## src/rtl/keypad_scan_ctrl.sv

```systemverilog
`default_nettype none
// ============================================================================
// Module   : keypad_scan_ctrl
// Purpose  : 4x4 matrix keypad scanner. Drives one row low at a time,
//            samples the columns, debounces over whole scan frames and
//            presents one key code per press on a valid/ready handshake.
// Revision : 1.0 - initial release
// ----------------------------------------------------------------------------
// Ports
//   clock_in     in   1  system clock (the only clock in the block)
//   reset        in   1  asynchronous active-low reset
//   col_in       in   4  keypad columns, active-low, asynchronous
//   row_out      out  4  row drive, active-low, exactly one bit low
//   key_code     out  4  {row[1:0], col[1:0]} of the accepted key
//   key_valid    out  1  key_code holds an unconsumed press
//   key_ready    in   1  consumer accepts key_code with key_valid
//   key_held     out  1  a debounced key is currently down
//   overrun      out  1  sticky: a press was dropped (holding reg full)
//   overrun_clr  in   1  synchronous clear of overrun
// ============================================================================
module keypad_scan_ctrl #(
    parameter int INPUT_HZ        = 50000,
    parameter int SCAN_HZ         = 1000,
    parameter int DEBOUNCE_FRAMES = 4
) (
    input  logic       clock_in,
    input  logic       reset,
    input  logic [3:0] col_in,
    output logic [3:0] row_out,
    output logic [3:0] key_code,
    output logic       key_valid,
    input  logic       key_ready,
    output logic       key_held,
    output logic       overrun,
    input  logic       overrun_clr
);

    localparam logic [19:0] c_TICK_LAST = 20'(INPUT_HZ / SCAN_HZ - 1);
    localparam int          c_CNT_W     = $clog2(DEBOUNCE_FRAMES + 1);
    localparam logic [c_CNT_W-1:0] c_DB_TGT = c_CNT_W'(DEBOUNCE_FRAMES);

    localparam logic [1:0] c_ST_IDLE     = 2'd0;
    localparam logic [1:0] c_ST_PRESS_DB = 2'd1;
    localparam logic [1:0] c_ST_HELD     = 2'd2;
    localparam logic [1:0] c_ST_REL_DB   = 2'd3;

    logic [3:0]         r_col_meta;
    logic [3:0]         r_col_sync;
    logic [19:0]        r_presc;
    logic [1:0]         r_row_idx;
    logic [3:0]         r_row_out;
    logic [2:0][3:0]    r_rows;       // latched columns of rows 0..2
    logic [1:0]         r_state;
    logic [c_CNT_W-1:0] r_cnt;
    logic [3:0]         r_cand;
    logic [3:0]         r_key_code;
    logic               r_key_valid;
    logic               r_key_held;
    logic               r_overrun;

    logic               w_tick;
    logic               w_frame_done;
    logic [1:0]         w_row_idx_nxt;
    logic [15:0]        w_low;
    logic [4:0]         w_low_cnt;
    logic [3:0]         w_key;
    logic               w_none;
    logic               w_single;
    logic [1:0]         w_state_nxt;
    logic [c_CNT_W-1:0] w_cnt_nxt;
    logic [3:0]         w_cand_nxt;
    logic               w_emit;

    assign w_tick        = (r_presc == c_TICK_LAST);
    assign w_frame_done  = w_tick && (r_row_idx == 2'd3);
    assign w_row_idx_nxt = r_row_idx + 2'd1;

    // Row 3 is classified straight from the synchronizer on the tick that
    // would latch it, so a frame needs no extra cycle to complete.
    assign w_low = ~{r_col_sync, r_rows[2], r_rows[1], r_rows[0]};

    always_comb begin
        w_low_cnt = 5'd0;
        w_key     = 4'd0;
        for (int i = 0; i < 16; i++) begin
            if (w_low[i]) begin
                w_low_cnt = w_low_cnt + 5'd1;
                w_key     = 4'(i);
            end
        end
    end

    assign w_none   = (w_low_cnt == 5'd0);
    assign w_single = (w_low_cnt == 5'd1);

    // Synchronizer, prescaler and row scan.
    always_ff @(posedge clock_in or negedge reset) begin
        if (!reset) begin
            r_col_meta <= 4'b1111;
            r_col_sync <= 4'b1111;
            r_presc    <= '0;
            r_row_idx  <= 2'd0;
            r_row_out  <= 4'b1110;
            r_rows     <= '1;
        end else begin
            r_col_meta <= col_in;
            r_col_sync <= r_col_meta;
            if (w_tick) begin
                r_presc   <= '0;
                r_row_idx <= w_row_idx_nxt;
                r_row_out <= ~(4'b0001 << w_row_idx_nxt);
                if (r_row_idx != 2'd3) begin
                    r_rows[r_row_idx] <= r_col_sync;
                end
            end else begin
                r_presc <= r_presc + 20'd1;
            end
        end
    end

    // Debounce state register.
    always_ff @(posedge clock_in or negedge reset) begin
        if (!reset) begin
            r_state    <= c_ST_IDLE;
            r_cnt      <= '0;
            r_cand     <= 4'd0;
            r_key_held <= 1'b0;
        end else begin
            r_state    <= w_state_nxt;
            r_cnt      <= w_cnt_nxt;
            r_cand     <= w_cand_nxt;
            r_key_held <= (w_state_nxt == c_ST_HELD) || (w_state_nxt == c_ST_REL_DB);
        end
    end

    // Debounce next state; everything moves only on frame-complete ticks.
    always_comb begin
        w_state_nxt = r_state;
        w_cnt_nxt   = r_cnt;
        w_cand_nxt  = r_cand;
        w_emit      = 1'b0;
        if (w_frame_done) begin
            case (r_state)
                c_ST_IDLE: begin
                    if (w_single) begin
                        w_cand_nxt = w_key;
                        if (DEBOUNCE_FRAMES == 1) begin
                            w_emit      = 1'b1;
                            w_state_nxt = c_ST_HELD;
                        end else begin
                            w_cnt_nxt   = c_CNT_W'(1);
                            w_state_nxt = c_ST_PRESS_DB;
                        end
                    end
                end
                c_ST_PRESS_DB: begin
                    if (w_single && (w_key == r_cand)) begin
                        if ((r_cnt + c_CNT_W'(1)) == c_DB_TGT) begin
                            w_emit      = 1'b1;
                            w_state_nxt = c_ST_HELD;
                        end else begin
                            w_cnt_nxt = r_cnt + c_CNT_W'(1);
                        end
                    end else if (w_single) begin
                        w_cand_nxt = w_key;
                        w_cnt_nxt  = c_CNT_W'(1);
                    end else begin
                        w_cnt_nxt   = '0;
                        w_state_nxt = c_ST_IDLE;
                    end
                end
                c_ST_HELD: begin
                    // No rollover: only an empty frame starts the release.
                    if (w_none) begin
                        if (DEBOUNCE_FRAMES == 1) begin
                            w_cnt_nxt   = '0;
                            w_state_nxt = c_ST_IDLE;
                        end else begin
                            w_cnt_nxt   = c_CNT_W'(1);
                            w_state_nxt = c_ST_REL_DB;
                        end
                    end
                end
                c_ST_REL_DB: begin
                    if (w_none) begin
                        if ((r_cnt + c_CNT_W'(1)) == c_DB_TGT) begin
                            w_cnt_nxt   = '0;
                            w_state_nxt = c_ST_IDLE;
                        end else begin
                            w_cnt_nxt = r_cnt + c_CNT_W'(1);
                        end
                    end else if (w_single && (w_key == r_cand)) begin
                        w_state_nxt = c_ST_HELD;
                    end else begin
                        w_cnt_nxt = '0;
                    end
                end
                default: begin
                    w_state_nxt = c_ST_IDLE;
                    w_cnt_nxt   = '0;
                end
            endcase
        end
    end

    // Single-entry holding register. A press arriving while the entry is
    // full and not being consumed is dropped and flagged.
    always_ff @(posedge clock_in or negedge reset) begin
        if (!reset) begin
            r_key_code  <= 4'd0;
            r_key_valid <= 1'b0;
            r_overrun   <= 1'b0;
        end else begin
            if (w_emit && (!r_key_valid || key_ready)) begin
                r_key_code  <= w_cand_nxt;
                r_key_valid <= 1'b1;
            end else if (r_key_valid && key_ready) begin
                r_key_valid <= 1'b0;
            end
            if (w_emit && r_key_valid && !key_ready) begin
                r_overrun <= 1'b1;
            end else if (overrun_clr) begin
                r_overrun <= 1'b0;
            end
        end
    end

    assign row_out   = r_row_out;
    assign key_code  = r_key_code;
    assign key_valid = r_key_valid;
    assign key_held  = r_key_held;
    assign overrun   = r_overrun;

endmodule
`default_nettype wire

```

## config.mk

```make
export PLATFORM = sky130hd
export DESIGN_NAME = keypad_scan_ctrl
export DESIGN_NICKNAME = d
export VERILOG_FILES = /design/src/rtl/keypad_scan_ctrl.sv
export SDC_FILE = /design/constraint.sdc
export NUM_CORES = 1
export LEC_CHECK = 0
export BUFFER_PORTS_ARGS = -buffer_cell sky130_fd_sc_hd__buf_2
export CAP_MARGIN = 20
export CORE_MARGIN = 5
export CORE_UTILIZATION = 57
export DETAILED_ROUTE_END_ITERATION = 16
export PLACE_DENSITY = 0.77
export SYNTH_ARGS = -nofsm -noshare
export SYNTH_HDL_FRONTEND = slang
export SYNTH_SLANG_ARGS = --single-unit
```

## constraint.sdc

```tcl
create_clock -name clock_in -period 10.3 [get_ports clock_in]
set_clock_uncertainty 0.1 [all_clocks]
set_input_delay 1.545 -clock clock_in [delete_from_list [all_inputs] [get_ports clock_in]]
set_output_delay 1.545 -clock clock_in [all_outputs]
set_load 0.005 [all_outputs]
```

-- Word-level counts from Yosys, hierarchy flattened
Index checks and enable logic that the tools add are counted.
- register bits: 62
- input port bits: 8
- output and inout port bits: 11
- $add $sub $neg: 18
- magnitude comparators: 2
- equality and inequality tests: 15
- shifts and indexed selects: 1
- muxes and demuxes: 66
- bitwise operators: 2
- reductions and logical operators: 17
- operators with widths (kind ; number):
    adder 5 x 1 -> 5 bit (second input constant) ; 15
    two-way mux 5 bit ; 15
    two-way mux 4 bit ; 17
    two-way mux 3 bit ; 7
    adder 20 x 1 -> 20 bit (second input constant) ; 1
    == test 20 x 6 -> 1 bit (second input constant) ; 1
    two-way mux 2 bit ; 10
    two-way mux 20 bit ; 1
    NOT 16 bit ; 1
    bitwise mux 12 bit ; 1
    one-hot mux 3 bit (4 select lines) ; 1
    two-way mux 1 bit ; 11
    == test 2 bit (second input constant) ; 5
    demux 4 bit (select 2 bit) ; 1
    one-hot mux 2 bit (4 select lines) ; 1
    one-hot mux 4 bit (2 select lines) ; 1
    logical AND 1 bit ; 7
    != test 2 bit (second input constant) ; 3
    != test 3 bit (second input constant) ; 2
    == test 5 x 1 -> 1 bit (second input constant) ; 1
    logical NOT 5 bit ; 1
    AND reduction 5 bit ; 1
    == test 4 bit ; 1
    NOT 4 bit ; 1
    12 further kinds ; 15

-- Logic depth before layout (Yosys ltp)
Gate-level depths: netlist (run 1).
- depth in word-level cells: 40
- gate-level depth with buffers: 56

-- Worst setup path before layout (run 1)
OpenSTA, ideal clock, no wires.
- kind: register to register
- start point: register r_rows[0] in the netlist's numbering
- end point: register r_cnt[1]
- library setup time: 128 ps
- arrival: 9500 ps
- data required time: 10072 ps
- setup slack: 572 ps
- stages on the path, launching flop included: 53
- cell sequence: dfstp_2 -> inv_1 -> ha_1 -> xnor2_2 -> ha_1 -> nand2b_1 -> nand2_1 -> ha_1 -> nor2b_1 -> a21o_1 -> ha_1 -> nor2b_1 -> a31oi_1 -> nand2_1 -> ha_1 -> nor2_1 -> a31oi_1 -> ha_1 -> [... 17 more ...] -> a31oi_1 -> ha_1 -> nand2_1 -> a21bo_2 -> ha_1 -> nor2b_1 -> a21o_1 -> ha_1 -> nor2b_1 -> a21oi_1 -> nand2_1 -> ha_1 -> or4_1 -> a21oi_2 -> o211ai_1 -> nand3_1 -> nor2b_1 -> mux2_1
- word-level cells in the longest chain between the ends: 36
- ends and longest elaborated chain (item ; RTL line ; source):
    from (decl) ; 52 ; logic [2:0][3:0] r_rows;
    from (signal, indexed assignment) ; 113 ; r_rows[r_row_idx] <= r_col_sync;
    NOT 16 bit (*) ; 80 ; assign w_low = ~{r_col_sync, r_rows[2], r_rows[1], r_rows[0]};
    two-way mux 1 bit (*) ; 86 ; if (w_low[i]) begin
    adder 5 x 1 -> 5 bit ; 87 ; w_low_cnt = w_low_cnt + 5'd1;
    two-way mux 5 bit (*) ; 86 ;
    adder 5 x 1 -> 5 bit ; 87 ;
    two-way mux 5 bit (*) ; 86 ;
    adder 5 x 1 -> 5 bit ; 87 ;
    two-way mux 5 bit (*) ; 86 ;
    [... 20 more ...] ; n/a ;
    adder 5 x 1 -> 5 bit ; 87 ;
    two-way mux 5 bit (*) ; 86 ;
    adder 5 x 1 -> 5 bit ; 87 ;
    two-way mux 5 bit (*) ; 86 ;
    == test 5 x 1 -> 1 bit ; 94 ; assign w_single = (w_low_cnt == 5'd1);
    logical AND 1 bit ; 157, 192 ;
    != test 3 bit (no source line) / two-way mux 3 bit (equally long branches) ; n/a ;
    AND reduction 5 bit (no source line) / one-hot mux 3 bit (4 select lines) (equally long branches) ; n/a ;
    to (signal assigned) ; 130 ; r_cnt <= w_cnt_nxt;
    to (decl) ; 54 ; logic [c_CNT_W-1:0] r_cnt;
Mark *: on every way between the ends. The rest lies on a longest branch, timed or not.
A chain may end at the register's enable or synchronous reset.

-- Worst setup path in the final report (run 1)
- start point: register r_rows[1] in the netlist's numbering
- end point: register r_cnt[0]
- word-level cells in the longest chain between the ends: 34
- ends and longest elaborated chain (item ; RTL line):
    NOT 16 bit (*) ; 80
    two-way mux 5 bit ; 86
    adder 5 x 1 -> 5 bit ; 87
    two-way mux 5 bit ; 86
    adder 5 x 1 -> 5 bit ; 87
    two-way mux 5 bit ; 86
    adder 5 x 1 -> 5 bit ; 87
    two-way mux 5 bit ; 86
    [... 18 more ...] ; n/a
    adder 5 x 1 -> 5 bit ; 87
    two-way mux 5 bit ; 86
    adder 5 x 1 -> 5 bit ; 87
    two-way mux 5 bit ; 86
    == test 5 x 1 -> 1 bit ; 94
    two-way mux 1 bit / logical AND 1 bit (equally long branches) ; 164, 157, 192
    two-way mux 3 bit / != test 3 bit (equally long branches) ; n/a
    one-hot mux 3 bit (4 select lines) / AND reduction 5 bit (equally long branches) ; n/a
Marked as above.

==> qor.log, run 1 <==
[outcome] outcome completed
[final_layout] number of antenna diodes 0
[timing] final hold violation count 0
[power] Clock Power Share 39.8%
[placement] Inst Count DP 596
[synth] mux contribution to synthesized area 5.14%
[die] y dimension of the die 101 um
[power] LEAKAGE 2.40 nW
[final_layout] fraction of final layout cells sized beyond drive strength 1 29.5%
[timing] upper clock frequency limit 99.2 MHz
[synth] most used flip-flop cell after synthesis sky130_fd_sc_hd__dfrtp_1
[die] Die ar. 10,100 sq um
[grt] antenna violations before repair 0
[worst_setup_path] endpoint type of the worst setup path flip-flop
[synth] Post-Synthesis Mean Instance Area 9.60 sq um
[timing] max-slew headroom at the worst pin 51.0%
[worst_setup_path] CP max FO 5
[detailed_routing] antenna viol nets, final 0
[final_layout] share of the core filled with cells 67.5%
[worst_setup_path] master of the slowest instance on the critical path sky130_fd_sc_hd__dfstp_2
[synth] cell area after technology mapping 4680 sq um
[power] logic gate share of total power 6.8%
[clock_network] clock network latency to the later pin of the worst-skew pair 0.34 ns
[synth] xor and xnor area share after synthesis 16.9%
[clock_network] CTS Buffer Depth 2
[detailed_routing] number of design-rule violations left by the first detailed-router iteration 192
[worst_hold_path] worst hold path class flip-flop to flip-flop
[synth] register bit count reported by yosys 62
[power] Int Power 0.000353 W
[worst_setup_path] required time of the worst setup path 10.42 ns
[timing] Setup violations, final 0
[power] share of total power in sequential cells 53.4%
[synth] Post-Synthesis Cells 487
[detailed_routing] iteration count of the initial detailed-routing pass 5
[flow_run] max-cap violation count 0
[worst_setup_path] arrival time at the worst endpoint 10.20 ns
[grt] via count of the first global-routing pass 3,507
[synth] largest family of logic cells by synthesized area simple AND/OR/NAND/NOR gates
[worst_setup_path] most frequent CP cell sky130_fd_sc_hd__ha_1
[final_layout] most common cell after layout, fill and taps aside sky130_fd_sc_hd__nand2_1
[detailed_routing] vias post-DR 3,682
[power] power density normalized to cell area 85.8 nW/um^2
[final_layout] commonest non-fill, non-tap cells in the layout sky130_fd_sc_hd__nand2_1 (41), sky130_fd_sc_hd__dfrtp_1 (39), sky130_fd_sc_hd__xnor2_1 (36)
[synth] count of yosys warnings during synthesis 0
[clock_network] register clock-pin slew on the reported worst setup and hold paths 0.07 ns
[final_layout] number of non-filler instances in the completed layout 637
[synth] compound-gate portion of the synthesized area 12.6%
[worst_setup_path] Worst setup SP type flip-flop
[synth] Cell variety after synth 76
[worst_setup_path] critical path class flip-flop to flip-flop
[final_layout] final net count 558
[power] Switching Share 24.7%
[timing] slew at the pin closest to its max-slew limit 0.735 ns
[die] number of placement rows 33
[placement] input/output buffers 18
[clock_network] number of clock sinks seen by CTS 62
[detailed_routing] number of remaining DRC errors 0
[clock_network] hold buffers post-CTS 0
[clock_network] clock tree root driver cell sky130_fd_sc_hd__clkbuf_8
[grt] wire length of the first global-routing pass 16,500 um
[power] Psw 0.000116 W
[placement] post-detailed-placement half-perimeter wirelength 6930 um
[clock_network] H-tree depth 3
[synth] number of nets produced by synthesis 518
[die] core region area 8090 sq um
[timing] share of the clock period used by the worst path after layout 97.8%
[grt] maximum number of pins on one net before global-route repair 63
[timing] Pins Over Slew Limit 0
[power] VDD IR max 0.102 mV
[synth] part of the Yosys area used for sequential elements 33.8%
[die] I/O pin count 19
[detailed_routing] Final Routed Wirelength 10,100 um
[detailed_routing] routed via count divided by cell count 5.78
[grt] total overflow reported by the global router 0
[clock_network] CTS tree built
[detailed_routing] wire per inst 15.8 um
[grt] total routing usage reported by global routing 20.0%
[placement] gpl congestion 0.879
[die] starting density of the core 57.8%
[worst_setup_path] max incr delay on CP 0.55 ns
[final_layout] relative area change from synthesis to final layout 16.8%
[die] width of the chip 101 um
[synth] Adder-Cell Fraction of Synth Area 6.15%
[synth] share of synthesized flip-flops with an asynchronous set or reset 100%
[synth] EDFF count, synth 0
[clock_network] TritonCTS buffer count 9
[timing] Final min period 10.08 ns
[synth] post-synthesis simple-gate area fraction 21.7%
## power by group through the flow
stage	sequential [W]	combinational, W	clock [W]
4_1_cts	0.000250	0.0000280	0.000191
5_1_grt	0.000250	0.0000359	0.000202
3_5_place_dp	0.000254	0.0000240	0
6_report	0.000250	0.0000319	0.000187
2_1_floorplan	0.000251	0.0000172	0
3_3_place_gp	0.000254	0.0000234	0
## critical path: cells and delay by family (launching register included)
kind	cells	cell delay, ns
buf+inv	10	0.90
mux	1	0.17
simple gates	18	1.85
xor+xnor	1	0.19
compound gates	16	2.65
flops	1	0.55
fa+ha+maj	13	3.52
## repair_timing
item                                    in CTS  in global routing
buffers inserted                            12                 13
endpoints found under the setup margin      15                 16
pin swaps                                    2                 21
resized for setup                            6                 47
## metrics by stage
| step | TNS (ns) | power (W) | area, sq um | worst slack, ns | hold WS (ns) |
|---|---|---|---|---|---|
| 2_1_floorplan | 0 | 0.000269 | 4680 | 0.572 | 0.245 |
| 3_3_place_gp | 0 | 0.000277 | 4850 | 0.161 | 0.246 |
| 3_5_place_dp | -1.60 | 0.000278 | 4850 | -0.200 | 0.250 |
| 4_1_cts | 0 | 0.000469 | 5150 | 0.0351 | 0.259 |
| 5_1_grt | -1.49 | 0.000488 | 5460 | -0.191 | 0.263 |
| 6_report | 0 | 0.000469 | 5460 | 0.223 | 0.258 |
## cell usage after synthesis, drive strengths merged, types with 15 or more instances
master / count / area [sq um]
a21oi: 15 / 78.8
dfrtp: 39 / 976
dfstp: 23 / 604
ha: 23 / 288
inv: 23 / 86.3
mux2: 16 / 180
nand2: 46 / 175
nand3: 18 / 90.1
nor2: 33 / 124
nor2b: 17 / 106
o21ai: 23 / 115
xnor2: 40 / 403
xor2: 19 / 181
## final cells by class
type / instances / area [sq um]
clock inverters: 6 / 37.5
flip-flops and latches: 62 / 1580
multi-input cells: 383 / 3170
well taps: 105 / 131
clock buffers: 10 / 138
repair buffers: 48 / 315
fillers: 638 / 2630
inverters: 23 / 86.3
## metal layers
layer  track usage (%)  vias to the layer above  wire (um)
met5                 0                        -          0
met4              6.53                        0        195
met3              3.04                       20        325
met2              33.4                       77       5010
met1              26.6                     1781       4520
li1                  -                     1804          -
## path summary, 6_finish.rpt
check	from	endpoint	slack, ns	cells after the start
worst max-delay path	r_rows[1]$_DFFE_PN1P_	r_cnt[0]$_DFFE_PN0P_	0.22	59
max in group asynchronous	reset	r_presc[6]$_DFF_PN0_	8.37	2
min in group asynchronous	reset	key_held$_DFF_PN0_	1.25	2
worst min register to register	r_col_meta[2]$_DFF_PN1_	r_col_sync[2]$_DFF_PN1_	0.26	0
worst min-delay path	r_col_meta[2]$_DFF_PN1_	r_col_sync[2]$_DFF_PN1_	0.26	0
worst max register to register	r_rows[1]$_DFFE_PN1P_	r_cnt[0]$_DFFE_PN0P_	0.22	59
## state kept, by name, indices dropped and copies added (netlist names)
| register | count |
|---|---|
| r_col_meta | 4 |
| r_presc | 20 |
| r_state | 2 |
| r_rows | 12 |
| r_cand | 4 |
| r_cnt | 3 |
| overrun | 1 |
| row_out | 4 |
| r_col_sync | 4 |
| key_held | 1 |
| key_code | 4 |
| r_row_idx | 2 |
| key_valid | 1 |
## cells by family (layout without fill, tap and decap cells)
logic type               after synthesis  count (layout)
multiplexers                          22              22
AND/OR/NAND/NOR                      184             184
buffers and inverters                 42              87
adder cells (fa/ha/maj)               23              23
XOR/XNOR                              68              68
AO/OA/AOI/OAI                         86              86
flip-flops                            62              62
(Power assumes the default switching activity.)
==> run 2, diff against run 1 <==
==> config.mk (replaced) <==
export PLATFORM = sky130hd
export DESIGN_NAME = keypad_scan_ctrl
export DESIGN_NICKNAME = d
export VERILOG_FILES = /design/src/rtl/keypad_scan_ctrl.sv
export SDC_FILE = /design/constraint.sdc
export NUM_CORES = 1
export LEC_CHECK = 0
export CAP_MARGIN = 20
export CORE_MARGIN = 5
export CORE_UTILIZATION = 59
export DETAILED_ROUTE_END_ITERATION = 16
export DONT_BUFFER_PORTS = 1
export PLACE_DENSITY = 0.78
export SYNTH_ARGS = -nofsm -noshare
export SYNTH_HDL_FRONTEND = slang
export SYNTH_SLANG_ARGS = --single-unit
==> qor.log, run 2 (synthesized netlist as in run 1, its figures left out) <==
[grt] maximum number of pins on one net before global-route repair 63
[worst_hold_path] capture endpoint of the worst hold path r_col_sync[1]$_DFF_PN1_
[worst_setup_path] endpoint type of the worst setup path flip-flop
[die] y dimension of the die 99.0 um
[outcome] outcome completed
[detailed_routing] wire per inst 16.2 um
[die] core region area 7730 sq um
[final_layout] share of the core filled with cells 68.2%
[clock_network] CTS Buffer Depth 2
[clock_network] register clock-pin slew on the reported worst setup and hold paths 0.07 ns
[final_layout] top flop regs r_presc (20), r_rows (12)
[worst_setup_path] endpoint of the lowest-slack register-to-register path r_cnt[1]$_DFFE_PN0P_
[final_layout] number of antenna diodes 0
[final_layout] relative area change from synthesis to final layout 12.7%
[worst_setup_path] start of the worst register-to-register path r_rows[1]$_DFFE_PN1P_
[clock_network] clock tree root driver cell sky130_fd_sc_hd__clkbuf_8
[worst_setup_path] most frequent CP cell sky130_fd_sc_hd__ha_1
[worst_setup_path] worst reg2reg setup slack 0.21 ns
[final_layout] number of non-filler instances in the completed layout 602
[worst_setup_path] critical path class flip-flop to flip-flop
[detailed_routing] antenna viol nets, final 0
[grt] antenna violations before repair 0
[worst_setup_path] source of the critical timing path r_rows[1]$_DFFE_PN1P_
[timing] Setup violations, final 0
[worst_setup_path] master of the slowest instance on the critical path sky130_fd_sc_hd__dfstp_2
[clock_network] number of clock sinks seen by CTS 62
[grt] total overflow reported by the global router 0
[worst_setup_path] Worst setup SP type flip-flop
[final_layout] most common cell after layout, fill and taps aside sky130_fd_sc_hd__nand2_1
[final_layout] register area 1580 sq um
[placement] gpl congestion 0.878
[worst_setup_path] worst path buffer plus inverter count 3
[worst_hold_path] hold path startpoint r_col_meta[1]$_DFF_PN1_
[die] Die ar. 9800 sq um
[detailed_routing] vias post-DR 3,561
[final_layout] footprint of the multi-input gates 3140 sq um
[placement] Inst Count DP 573
[grt] wire length of the first global-routing pass 16,000 um
[detailed_routing] number of design-rule violations left by the first detailed-router iteration 124
[final_layout] commonest non-fill, non-tap cells in the layout sky130_fd_sc_hd__nand2_1 (41), sky130_fd_sc_hd__dfrtp_1 (39), sky130_fd_sc_hd__xnor2_1 (36)
[worst_setup_path] r2r worst-path depth 53
[power] VDD IR max 0.0946 mV
[timing] Pins Over Slew Limit 0
[final_layout] fraction of final layout cells sized beyond drive strength 1 23.6%
[worst_setup_path] cell type group with the largest total delay on the critical path adder cells
[timing] Final min period 10.09 ns
[detailed_routing] number of remaining DRC errors 0
[worst_hold_path] worst hold path class flip-flop to flip-flop
[timing] upper clock frequency limit 99.1 MHz
[power] LEAKAGE 2.24 nW
[final_layout] final net count 526
[die] width of the chip 99.0 um
[placement] post-detailed-placement half-perimeter wirelength 6810 um
[die] starting density of the core 60.5%
[timing] final hold violation count 0
[detailed_routing] Final Routed Wirelength 9780 um
[timing] share of the clock period used by the worst path after layout 98.0%
[final_layout] fillcell total 576
[worst_setup_path] required time of the worst setup path 10.43 ns
[worst_setup_path] arrival time at the worst endpoint 10.22 ns
[power] power density normalized to cell area 95.8 nW/um^2
[timing] max-slew headroom at the worst pin 57.9%
[placement] input/output buffers 0
[detailed_routing] routed via count divided by cell count 5.92
[timing] slew at the pin closest to its max-slew limit 0.630 ns
[die] I/O pin count 19
[final_layout] number of flip-flops under the largest register name 20
[final_layout] Reg with most FFs r_presc
[grt] total routing usage reported by global routing 19.7%
[clock_network] TritonCTS buffer count 9
[grt] via count of the first global-routing pass 3,459
[clock_network] H-tree depth 3
[worst_setup_path] CP max FO 5
[worst_setup_path] max incr delay on CP 0.53 ns
[die] number of placement rows 32
[detailed_routing] iteration count of the initial detailed-routing pass 5
[worst_hold_path] Worst Hold Depth 0
[clock_network] clock network latency to the later pin of the worst-skew pair 0.34 ns
[clock_network] CTS tree built
[flow_run] max-cap violation count 0
==> run 2: cell count changes in the layout (fill, tap and decap cells not counted), sizes merged <==
cell | before | now
bufinv | 0 | 2
buf | 48 | 16
clkinv | 3 | 1
clkinvlp | 3 | 2
clkbuf | 10 | 11
==> run 2: area by class of cell <==
class,count,area share [%]
multi-input cells,383,59.6
well taps,102,2.42
flip-flops and latches,62,30.0
clock inverters,5,1.59
clock buffers,11,2.49
repair buffers,16,2.28
inverters,23,1.64
==> run 2: power by group <==
part | leakage (nW) | switching, W | internal (W)
sequential | 0.774 | 0.00000297 | 0.000247
clock | 0.0998 | 0.0000951 | 0.000137
combinational | 1.36 | 0.0000134 | 0.00000960
==> run 2: what timing repair did <==
action / CTS / global route
hold buffers: 0 / 0
buffers inserted: 5 / 8
setup endpoints to repair: 14 / 16
gates cloned: 0 / 0
pin swaps: 2 / 10
resized for setup: 5 / 37
==> run 2: worst register-to-register path: cells and delay by family, from the launching register on <==
family / cells / cell delay [ns]
flip-flops: 1 / 0.53
buffers and inverters: 3 / 0.22
adder cells (fa/ha/maj): 14 / 3.63
AND/OR/NAND/NOR: 20 / 2.79
multiplexers: 2 / 0.49
AO/OA/AOI/OAI: 14 / 2.22
==> run 2: how the worst max path moves through the flow <==
stage,endpoint,slack [ns],depth (start not counted)
4_1_cts,key_code[1]$_DFFE_PN0P_,0.007,52
6_report,r_cnt[1]$_DFFE_PN0P_,0.21,53
3_3_place_gp,r_cnt[1]$_DFFE_PN0P_,0.13,52
2_1_floorplan,r_cnt[1]$_DFFE_PN0P_,0.57,52
5_1_grt,r_cnt[1]$_DFFE_PN0P_,-0.20,53
3_5_place_dp,r_cnt[1]$_DFFE_PN0P_,-0.22,52
==> run 2: per-stage QoR <==
step	hold slack, ns	power, W	area (sq um)	worst slack [ns]	setup TNS, ns
final	0.257	0.000505	5270	0.206	0
after global routing	0.263	0.000523	5270	-0.202	-1.13
after CTS	0.257	0.000503	5010	0.00653	0
after detailed placement	0.248	0.000272	4740	-0.221	-1.29
after global placement	0.247	0.000271	4740	0.134	0
after floorplan	0.245	0.000269	4680	0.572	0
==> run 2: layer usage <==
| layer | track usage (%) | part of all wire (%) |
|---|---|---|
| met1 | 26.7 | 46 |
| met2 | 31.6 | 49 |
| met3 | 2.90 | 3.5 |
| met4 | 8.19 | 1.8 |
| met5 | 0 | 0 |
==> run 3, diff against run 2 <==
--- a/config.mk
+++ b/config.mk
@@ -6,8 +6,10 @@
 export NUM_CORES = 1
 export LEC_CHECK = 0
 export CAP_MARGIN = 20
+export CORE_ASPECT_RATIO = 1.2
 export CORE_MARGIN = 5
 export CORE_UTILIZATION = 59
+export CTS_CLUSTER_DIAMETER = 200
 export DETAILED_ROUTE_END_ITERATION = 16
 export DONT_BUFFER_PORTS = 1
 export PLACE_DENSITY = 0.78
==> qor.log, run 3 (synthesized netlist as in run 1, its figures left out) <==
[outcome] outcome completed
[worst_setup_path] worst path buffer plus inverter count 9
[timing] slew at the pin closest to its max-slew limit 0.621 ns
[worst_setup_path] arrival time at the worst endpoint 10.12 ns
[worst_setup_path] source of the critical timing path r_rows[1]$_DFFE_PN1P_
[worst_setup_path] worst reg2reg setup slack 0.30 ns
[timing] upper clock frequency limit 100 MHz
[detailed_routing] routed via count divided by cell count 5.96
[grt] wire length of the first global-routing pass 16,300 um
[worst_setup_path] master of the slowest instance on the critical path sky130_fd_sc_hd__dfstp_2
[detailed_routing] number of design-rule violations left by the first detailed-router iteration 109
[final_layout] number of antenna diodes 0
[die] number of placement rows 35
[timing] Pins Over Slew Limit 0
[worst_setup_path] CP max FO 5
[die] starting density of the core 60.7%
[timing] Total Negative Setup Slacks 0 ns
[grt] maximum number of pins on one net before global-route repair 63
[grt] total routing usage reported by global routing 19.9%
[die] Die ar. 9810 sq um
[flow_run] max-cap violation count 0
[grt] antenna violations before repair 0
[die] width of the chip 91.3 um
[clock_network] register clock-pin slew on the reported worst setup and hold paths 0.08 ns
[detailed_routing] number of remaining DRC errors 0
[worst_setup_path] r2r worst-path depth 58
[worst_setup_path] endpoint of the lowest-slack register-to-register path r_cnt[1]$_DFFE_PN0P_
[final_layout] relative area change from synthesis to final layout 13.8%
[detailed_routing] wire per inst 16.1 um
[timing] share of the clock period used by the worst path after layout 97.1%
[final_layout] number of non-filler instances in the completed layout 597
[clock_network] TritonCTS buffer count 9
[detailed_routing] Final Routed Wirelength 9610 um
[power] power density normalized to cell area 90.7 nW/um^2
[power] post-route total power 0.000483 W
[clock_network] clock tree root driver cell sky130_fd_sc_hd__clkbuf_8
[worst_setup_path] critical path class flip-flop to flip-flop
[worst_setup_path] max incr delay on CP 0.55 ns
[timing] max-slew headroom at the worst pin 57.5%
[final_layout] top flop regs r_presc (20), r_rows (12)
[clock_network] CTS Buffer Depth 2
[worst_hold_path] worst hold path class flip-flop to flip-flop
[final_layout] number of flip-flops under the largest register name 20
[clock_network] CTS tree built
[die] y dimension of the die 108 um
[worst_setup_path] number of cells on the critical path 58
[die] core region area 7710 sq um
[final_layout] commonest non-fill, non-tap cells in the layout sky130_fd_sc_hd__nand2_1 (41), sky130_fd_sc_hd__dfrtp_1 (39), sky130_fd_sc_hd__xnor2_1 (36)
[placement] gpl congestion 0.845
[die] I/O pin count 19
[worst_setup_path] endpoint type of the worst setup path flip-flop
[grt] via count of the first global-routing pass 3,587
[timing] worst path setup slack after routing 0.299 ns
[final_layout] most common cell after layout, fill and taps aside sky130_fd_sc_hd__nand2_1
[placement] post-detailed-placement half-perimeter wirelength 6800 um
[final_layout] fraction of final layout cells sized beyond drive strength 1 25.3%
[worst_setup_path] Worst setup SP type flip-flop
[worst_setup_path] cell type group with the largest total delay on the critical path adder cells
[detailed_routing] vias post-DR 3,558
[worst_setup_path] start of the worst register-to-register path r_rows[1]$_DFFE_PN1P_
[final_layout] Reg with most FFs r_presc
[clock_network] hold buffers post-CTS 0
[power] VDD IR max 0.114 mV
[timing] Setup violations, final 0
[clock_network] H-tree depth 3
[final_layout] final net count 531
[worst_setup_path] required time of the worst setup path 10.42 ns
[placement] worst setup timing slack at the placement stage -0.254 ns
[clock_network] number of clock sinks seen by CTS 62
[worst_setup_path] worst setup path end r_cnt[1]$_DFFE_PN0P_
[timing] Final min period 10.00 ns
[power] LEAKAGE 2.27 nW
[worst_setup_path] most frequent CP cell sky130_fd_sc_hd__ha_1
[grt] total overflow reported by the global router 0
[detailed_routing] iteration count of the initial detailed-routing pass 5
[clock_network] clock network latency to the later pin of the worst-skew pair 0.34 ns
[placement] Inst Count DP 563
[timing] final hold violation count 0
[detailed_routing] antenna viol nets, final 0
[placement] input/output buffers 0
[run 3: timing repair]
item | in CTS | in global routing
endpoints found under the setup margin | 16 | 16
pin swaps | 2 | 15
setup buffers | 10 | 8
gates resized for setup | 9 | 43
[run 3: worst min-delay path by stage]
stage,from,depth (start not counted),end
finish,r_col_meta[0]$_DFF_PN1_,0,r_col_sync[0]$_DFF_PN1_
global route,r_col_meta[0]$_DFF_PN1_,0,r_col_sync[0]$_DFF_PN1_
CTS,r_col_meta[0]$_DFF_PN1_,0,r_col_sync[0]$_DFF_PN1_
detailed placement,r_col_meta[1]$_DFF_PN1_,0,r_col_sync[1]$_DFF_PN1_
global placement,r_col_meta[1]$_DFF_PN1_,0,r_col_sync[1]$_DFF_PN1_
floorplan,r_col_meta[0]$_DFF_PN1_,0,r_col_sync[0]$_DFF_PN1_
[run 3: metrics by stage]
step | cell area, sq um | util, % | hold slack (ns)
2_1_floorplan | 4680 | - | 0.245
3_3_place_gp | 4720 | 61.3 | 0.247
3_5_place_dp | 4720 | 61.3 | 0.247
4_1_cts | 5040 | 65.5 | 0.257
5_1_grt | 5320 | 69.1 | 0.260
6_report | 5320 | 69.1 | 0.257
[run 3: cell type report]
type	instances	area [sq um]
Clock buffer	10	128
Clock inverter	6	63.8
Fill cell	578	2380
Inverter	23	88.8
Multi-Input combinational cell	383	3190
Sequential cell	62	1580
Tap cell	92	115
Timing Repair Buffer	21	161
[run 3: layer usage]
layer	vias to the layer above	track usage (%)	share of wire, %
met5	-	0	0
li1	1743	-	-
met1	1723	23.6	42
met3	16	3.78	3.3
met2	76	35.6	52
met4	0	7.34	2.1
[run 3: where the power goes]
group	total [W]	internal (W)	switching (W)
sequential	0.000250	0.000247	0.00000321
combinational	0.0000269	0.0000129	0.0000141
clock	0.000205	0.000111	0.0000943
total	0.000483	0.000371	0.000112
